### src/rtl/id_stage.sv
// id_stage: instruction-decode stage with IF/ID register, register file, control decode, sign extend and load-use hazard detection
//
// Ports:
//   clk, rst_n                   clock, synchronous active-low reset
//   instr_in, pc_in, if_valid    fetched instruction, its PC+4 and valid flag
//   branch_taken                 branch resolved taken in MEM; flushes IF/ID and bubbles controls
//   ex_mem_read, ex_rt           MemRead and rt of the instruction in EX (hazard detection)
//   wb_reg_write, wb_write_reg,
//   wb_write_data                write-back port into the register file
//   stall                        load-use stall; fetch holds PC and instr_in while high
//   EX_out, WB_out, M_out        {RegDst,ALUOp1,ALUOp0,ALUSrc}, {RegWrite,MemtoReg}, {Branch,MemRead,MemWrite}
//   read_data1, read_data2       rs/rt register values with write-through bypass
//   sign_extend                  instr[15:0] sign-extended
//   rt_out, rd_out, pc_out       instr[20:16], instr[15:11], PC+4 of the decoded instruction
module id_stage #(
    parameter int DATA_W = 32
) (
    input  logic              clk,
    input  logic              rst_n,
    input  logic [31:0]       instr_in,
    input  logic [DATA_W-1:0] pc_in,
    input  logic              if_valid,
    input  logic              branch_taken,
    input  logic              ex_mem_read,
    input  logic [4:0]        ex_rt,
    input  logic              wb_reg_write,
    input  logic [4:0]        wb_write_reg,
    input  logic [DATA_W-1:0] wb_write_data,
    output logic              stall,
    output logic [3:0]        EX_out,
    output logic [1:0]        WB_out,
    output logic [2:0]        M_out,
    output logic [DATA_W-1:0] read_data1,
    output logic [DATA_W-1:0] read_data2,
    output logic [DATA_W-1:0] sign_extend,
    output logic [4:0]        rt_out,
    output logic [4:0]        rd_out,
    output logic [DATA_W-1:0] pc_out
);
    logic [31:0]       instr_q, instr_d;
    logic [DATA_W-1:0] pc_q, pc_d;
    logic              valid_q, valid_d;
    logic [DATA_W-1:0] rf_q [32];
    logic [5:0]        opcode;
    logic [4:0]        rs, rt;
    logic [3:0]        ex_c;
    logic [1:0]        wb_c;
    logic [2:0]        m_c;
    logic              rt_is_src, bubble, wb_hit;

    assign opcode = instr_q[31:26];
    assign rs     = instr_q[25:21];
    assign rt     = instr_q[20:16];

    // Flush beats stall; pc_q is left untouched on a flush since it is unused once valid_q drops.
    always_comb begin
        instr_d = instr_q;
        pc_d    = pc_q;
        valid_d = valid_q;
        if (branch_taken) begin
            instr_d = '0;
            valid_d = 1'b0;
        end else if (!stall) begin
            instr_d = instr_in;
            pc_d    = pc_in;
            valid_d = if_valid;
        end
    end

    always_ff @(posedge clk) begin
        if (!rst_n) begin
            instr_q <= '0;
            pc_q    <= '0;
            valid_q <= 1'b0;
            for (int i = 0; i < 32; i++) rf_q[i] <= '0;
        end else begin
            instr_q <= instr_d;
            pc_q    <= pc_d;
            valid_q <= valid_d;
            if (wb_hit) rf_q[wb_write_reg] <= wb_write_data;
        end
    end

    always_comb begin
        ex_c      = '0;
        wb_c      = '0;
        m_c       = '0;
        rt_is_src = 1'b0;
        case (opcode)
            6'b000000: begin ex_c = 4'b1100; wb_c = 2'b10; rt_is_src = 1'b1; end
            6'b100011: begin ex_c = 4'b0001; wb_c = 2'b11; m_c = 3'b010; end
            6'b101011: begin ex_c = 4'b0001; m_c = 3'b001; rt_is_src = 1'b1; end
            6'b000100: begin ex_c = 4'b0010; m_c = 3'b100; rt_is_src = 1'b1; end
            6'b001000: begin ex_c = 4'b0001; wb_c = 2'b10; end
            default: ;
        endcase
    end

    // A branch flush suppresses the stall so the flush is not held off by a dying instruction.
    assign stall = valid_q & ex_mem_read & ~branch_taken & (ex_rt != 5'd0)
                 & ((ex_rt == rs) | ((ex_rt == rt) & rt_is_src));
    assign bubble = ~valid_q | stall | branch_taken;
    assign EX_out = bubble ? '0 : ex_c;
    assign WB_out = bubble ? '0 : wb_c;
    assign M_out  = bubble ? '0 : m_c;

    // Write-through: a same-cycle write-back to the read address is forwarded combinationally.
    assign wb_hit     = wb_reg_write & (wb_write_reg != 5'd0);
    assign read_data1 = (rs == 5'd0) ? '0 : (wb_hit && wb_write_reg == rs) ? wb_write_data : rf_q[rs];
    assign read_data2 = (rt == 5'd0) ? '0 : (wb_hit && wb_write_reg == rt) ? wb_write_data : rf_q[rt];

    assign sign_extend = {{(DATA_W-16){instr_q[15]}}, instr_q[15:0]};
    assign rt_out      = rt;
    assign rd_out      = instr_q[15:11];
    assign pc_out      = pc_q;
endmodule

### config.mk
export PLATFORM = sky130hd
export DESIGN_NAME = id_stage
export DESIGN_NICKNAME = d
export VERILOG_FILES = /design/src/rtl/id_stage.sv
export SDC_FILE = /design/constraint.sdc
export NUM_CORES = 2
export LEC_CHECK = 0
export CAP_MARGIN = 20
export CELL_PAD_IN_SITES_DETAIL_PLACEMENT = 1
export CELL_PAD_IN_SITES_GLOBAL_PLACEMENT = 2
export CORE_MARGIN = 4
export CORE_UTILIZATION = 48
export CTS_BUF_LIST = sky130_fd_sc_hd__clkbuf_8
export CTS_CLUSTER_SIZE = 40
export DETAILED_ROUTE_END_ITERATION = 7
export PLACE_DENSITY = 0.94
export SETUP_SLACK_MARGIN = 0.4
export SYNTH_ARGS = -nofsm -noshare
export SYNTH_HDL_FRONTEND = slang
export SYNTH_SLANG_ARGS = --single-unit
### constraint.sdc
create_clock -name clk -period 10 [get_ports clk]
set_input_delay 2 -clock clk [delete_from_list [all_inputs] [get_ports clk]]
set_output_delay 2 -clock clk [all_outputs]
set_load 0.02 [all_outputs]
* After elaboration in Yosys (flattened, before gate mapping)
Memory sizes are Yosys's and may differ from the RTL's. A register that Yosys moved wholly into a read port is not among the register bits.
Cells that the tools add are included.
** Storage, ports and cells
- Register bits after elaboration :: 65
- Bits in writable memories :: 1024
- Bits of input ports :: 112
- Memories kept :: 1
** Memories
- rf_q :: depth 32, width 32, rd ports 2, clocked after Yosys merged registers in 2, wr ports 32, line 43 : logic [DATA_W-1:0] rf_q [32];
** Operators by class
- Eq/ne operators :: 8
- Multiplexer cells :: 22
- Bitwise operators :: 13
- Reduce and logical (&&, ||, !) cells :: 13
** Operators with widths (number)
- 32-bit 2-to-1 mux :: 5
- 32-bit OR reduction :: 1
- 5-bit 2-to-1 mux :: 5
- 5-bit equality test :: 4
- 6-bit equality test (second input constant) :: 2
- 4-bit case mux with 3 select lines :: 1
- 5-bit logical NOT :: 2
- 5-bit nonzero test :: 2
- 3-bit case mux with 3 select lines :: 1
- 1-bit bitwise AND :: 6
- 6-bit by 3-bit equality test with 1-bit output (second input constant) :: 1
- 6-bit by 4-bit equality test with 1-bit output (second input constant) :: 1
- 6-bit logical NOT :: 1
- 1-bit 2-to-1 mux :: 6
- 3-bit OR reduction :: 2
- 4-bit 2-to-1 mux :: 1
- 1-bit inverter :: 4
- 2-bit case mux with 2 select lines :: 1
- 2-bit OR reduction :: 2
- 3-bit 2-to-1 mux :: 1
- 1-bit bitwise OR :: 3
- 1-bit logical AND :: 2
- 2-bit 2-to-1 mux :: 1
- 2-bit AND reduction :: 1

* Longest topological paths before layout
- Word-level depth :: 9
- Depth in mapped cells :: 11
- Depth with buffers taken out :: 6

* Worst setup path after synthesis
Ideal clock, no wire load.
- Path type :: input to output
- From :: input wb_write_reg[2]
- To :: output read_data1[5]
- Arrival time :: 4.169 ns
- Data required time :: 8.000 ns
- Slack :: 3.831 ns
- Cell stages on the path :: 8
- Buffers on the path :: 3
- Cells stage by stage :: buf_2 or3_1 buf_2 o31ai_4 nor4_2 or2_1 buf_6 o41ai_1
** Between the ends
- Cells in the longest elaborated chain, start to end :: 5
- Elaborated cells between the ends (all ways) :: 6
** RTL lines
- start: declaration :: line 27 : input logic [4:0] wb_write_reg,
- 5-bit nonzero test :: line 108 : assign wb_hit = wb_reg_write & (wb_write_reg != 5'd0);
- 1-bit bitwise AND :: line 108
- 1-bit logical AND * :: line 109 : assign read_data1 = (rs == 5'd0) ? '0 : (wb_hit && wb_write_reg == rs) ? wb_write_data : rf_q[rs];
- 32-bit 2-to-1 mux * (2 in series) :: line 109
- end: declaration :: line 33 : output logic [DATA_W-1:0] read_data1,
Mark *: on every way between the ends. The rest lies on a longest branch, timed or not.

* Worst setup path after layout
- From :: input wb_write_reg[3]
- To :: output read_data2[6]
** Between the ends
- Cells in the longest elaborated chain, start to end :: 5
- Elaborated cells between the ends (all ways) :: 6
** RTL lines
- 5-bit nonzero test :: line 108
- 1-bit bitwise AND :: line 108
- 1-bit logical AND * :: line 110 : assign read_data2 = (rt == 5'd0) ? '0 : (wb_hit && wb_write_reg == rt) ? wb_write_data : rf_q[rt];
- 32-bit 2-to-1 mux * (2 in series) :: line 110
- end: declaration :: line 34 : output logic [DATA_W-1:0] read_data2,
Marks and branches as above.

==> run summary <==
Slew Limit Fails: 0
DRT Pass-1 Iters: 6
Mapped Area: 59000 um^2
fill count: 11800
Floorplan Core Area: 122000 um^2
drt initial violations: 6954
Yosys cell types: 64
I/O Pins: 260
PD cells: 161 nW/um^2
final wirelength: 229 mm
WL met2: 104 mm
final net count: 4541
vias: 43400
LEAKAGE: 22.0 nW
uppermost layer routed: met5
wire per inst: 36.7 um
Primary FF master, synth: edfxtp_1
crit end category: primary output
Arrival @ worst endpoint: 6.23 ns
unrepaired setup endpoints after global routing: false
Peak supply drop: 0.000135 V
Max Root-Sink Buffers: 3
Inst Count DP: 5853
metal3 WL: 33.8 mm
Root Driver: clkbuf_8
Rows: 128
vias in the first global route: 45000
final setup fails: 0
Post-synth EDFFs: 1024
synth warn: 0
Fmax achieved: 122 MHz
H-tree depth: 4
Mapped Avg Cell Area: 13.7 um^2
Bufs and invs on worst path: 4
Slew headroom: 23.2%
crit-path cells: clkdlybuf4s50_1 > or3_1 > o31ai_4 > nor4_2 > buf_4 > buf_4 > or2_2 > o21ai_0 > clkdlybuf4s50_1
power after layout: 10.7 mW
Seq/Total Area, Yosys: 54.7%
Startpoint Class: input pin
CTS tree: done
status: completed
GP Congestion: 0.844
CP max-delay cell: or3_1
MaxCap Viol Count: 0
CP Max Fanout: 29
GRT Total Usage: 35.2%
Clock Sinks: 1099
Initial Utilization: 48.4%
# resized after CTS: 0
largest net degree at the start of global routing: 105
hold buffer count at CTS: 0
share of the synthesized area in the top cell type: 52.1%
initial antenna violation count: 28
final hold slack: 0.457 ns
post-route insts no fill: 6229
CP peak stage delay: 0.77 ns
Die W: 358 um
Commonest cells post-synth: edfxtp_1, and2_1, mux2i_1
Post-Route M1 WL: 77.6 mm
CTS Buf Count: 188
first-pass GRT wire length: 321 mm
Yosys top cell by area: edfxtp_1
share of layout cells above drive strength 1: 19.0%
GR Overflow Total: 0
largest cells by area after synthesis: edfxtp_1, mux4_2, and2_1
IO Port Bufs: 259
Final Core Density: 54.8%
post-CTS setup buffer count: 0
Synth async-reset ratio: 0%
worst-margin pin slew: 1.15 ns
final hold violation count: 0
WS Path Type: input pin to primary output
Worst Hold Class: register to register
Final Skew: 0.0120 ns
post-route minimum period: 8.23 ns
crit-path leading delay family: buffers and inverters
Via density: 6.98
TNS Setup: 0 ns
clk slew on worst S/H paths: 0.06 ns
synthesized flop and latch total: 1099
Area growth syn-to-layout: 13.4%
most numerous cell in the Yosys netlist: edfxtp_1
worst skew pair latency: 0.88 ns
gate count of the mapped netlist: 4297
Detailed Place HPWL: 129 mm
Req. time, crit path: 8.00 ns
Detail Route Antenna Nets: 0
full die area: 129000 um^2
final cycle utilization of the critical path: 82.3%
Vert. Die Dim: 358 um
DRC viols: 0
[layer usage]
metal	global-route usage, %	vias up
met2	53.9	3858
met3	12.1	879
met5	0	-
met1	44.1	22100
li1	-	16600
met4	19.5	14
[state kept, by name, summed over array words and instances (netlist names), named ones only]
name and count:
pc_out 32, rf_q 1024, instr_q 32, valid_q 1
[where the power goes]
group | leakage, nW | internal, mW | total, mW | switching [mW]
Sequential | 10.4 | 5.28 | 5.44 | 0.166
Clock | 1.95 | 1.89 | 3.88 | 1.99
Combinational | 9.66 | 0.559 | 1.42 | 0.860
Total | 22.0 | 7.72 | 10.7 | 3.02
[cell families after synthesis]
group,count (synthesis),share of synthesized area [%]
DFF,1099,54.7
AOI/OAI and AO/OA,473,5.66
muxes,802,21.7
and+or+nand+nor,1400,13.5
xor gates and xnor gates,20,0.297
buffers and inverters,502,4.12
other,1,0.00636
[layout make-up]
class	count	area [um^2]	share of cell area (%)
multi-input combinational	2727	25100	37.5
clock buffer	190	2620	3.91
antenna	24	60.1	0.0898
sequential	1099	32300	48.3
tap	1625	2030	3.04
timing repair buffer	406	3950	5.91
clock inverter	151	812	1.21
inverter	7	27.5	0.0412
[per-stage QoR]
stage,worst slack (ns),area [um^2]
after floorplan,3.83,59100
after global placement,1.83,63100
after detailed placement,1.76,63100
after CTS,1.73,66500
after global routing,1.60,66800
final,1.77,66800
[worst register-to-register path, delay by kind of cell, from the launching register on]
kind	cells	cell delay, ns
AO/OA/AOI/OAI	1	0.27
buffers and inverters	1	0.51
flip-flops	1	0.49
multiplexers	1	0.17
AND/OR/NAND/NOR	3	0.79
XOR/XNOR	1	0.12
[path summary, 6_finish.rpt]
kind	slack [ns]	to	cells past startpoint	from
setup / recovery	1.77	read_data2[6]	9	wb_write_reg[3]
hold / removal	0.46	pc_out[26]	2	pc_out[26]
setup reg to reg	7.53	register	7	instr_q[20]
hold reg to reg	0.46	pc_out[26]	2	pc_out[26]
[cell usage in the layout, fill, tap and decap left out, types with 21 or more instances in the layout]
cell type,synthesis,final
a21oi_1,51,51
clkinv_2,0,24
nor2_4,0,32
nor2_1,129,93
dfxtp_1,75,65
and2_1,940,938
buf_4,89,129
conb_1,1,32
nor3_1,100,100
clkinv_1,2,54
edfxtp_1,1024,1024
inv_1,4,58
nand2_1,148,147
a22o_1,28,28
a221oi_1,82,82
diode_2,0,24
clkdlybuf4s50_1,0,258
mux2i_1,413,413
nand3_1,21,21
o21ai_4,0,31
o21ai_0,124,93
mux4_2,382,382
a22oi_1,67,67
clkbuf_8,0,190
(Power assumes the default switching activity.)
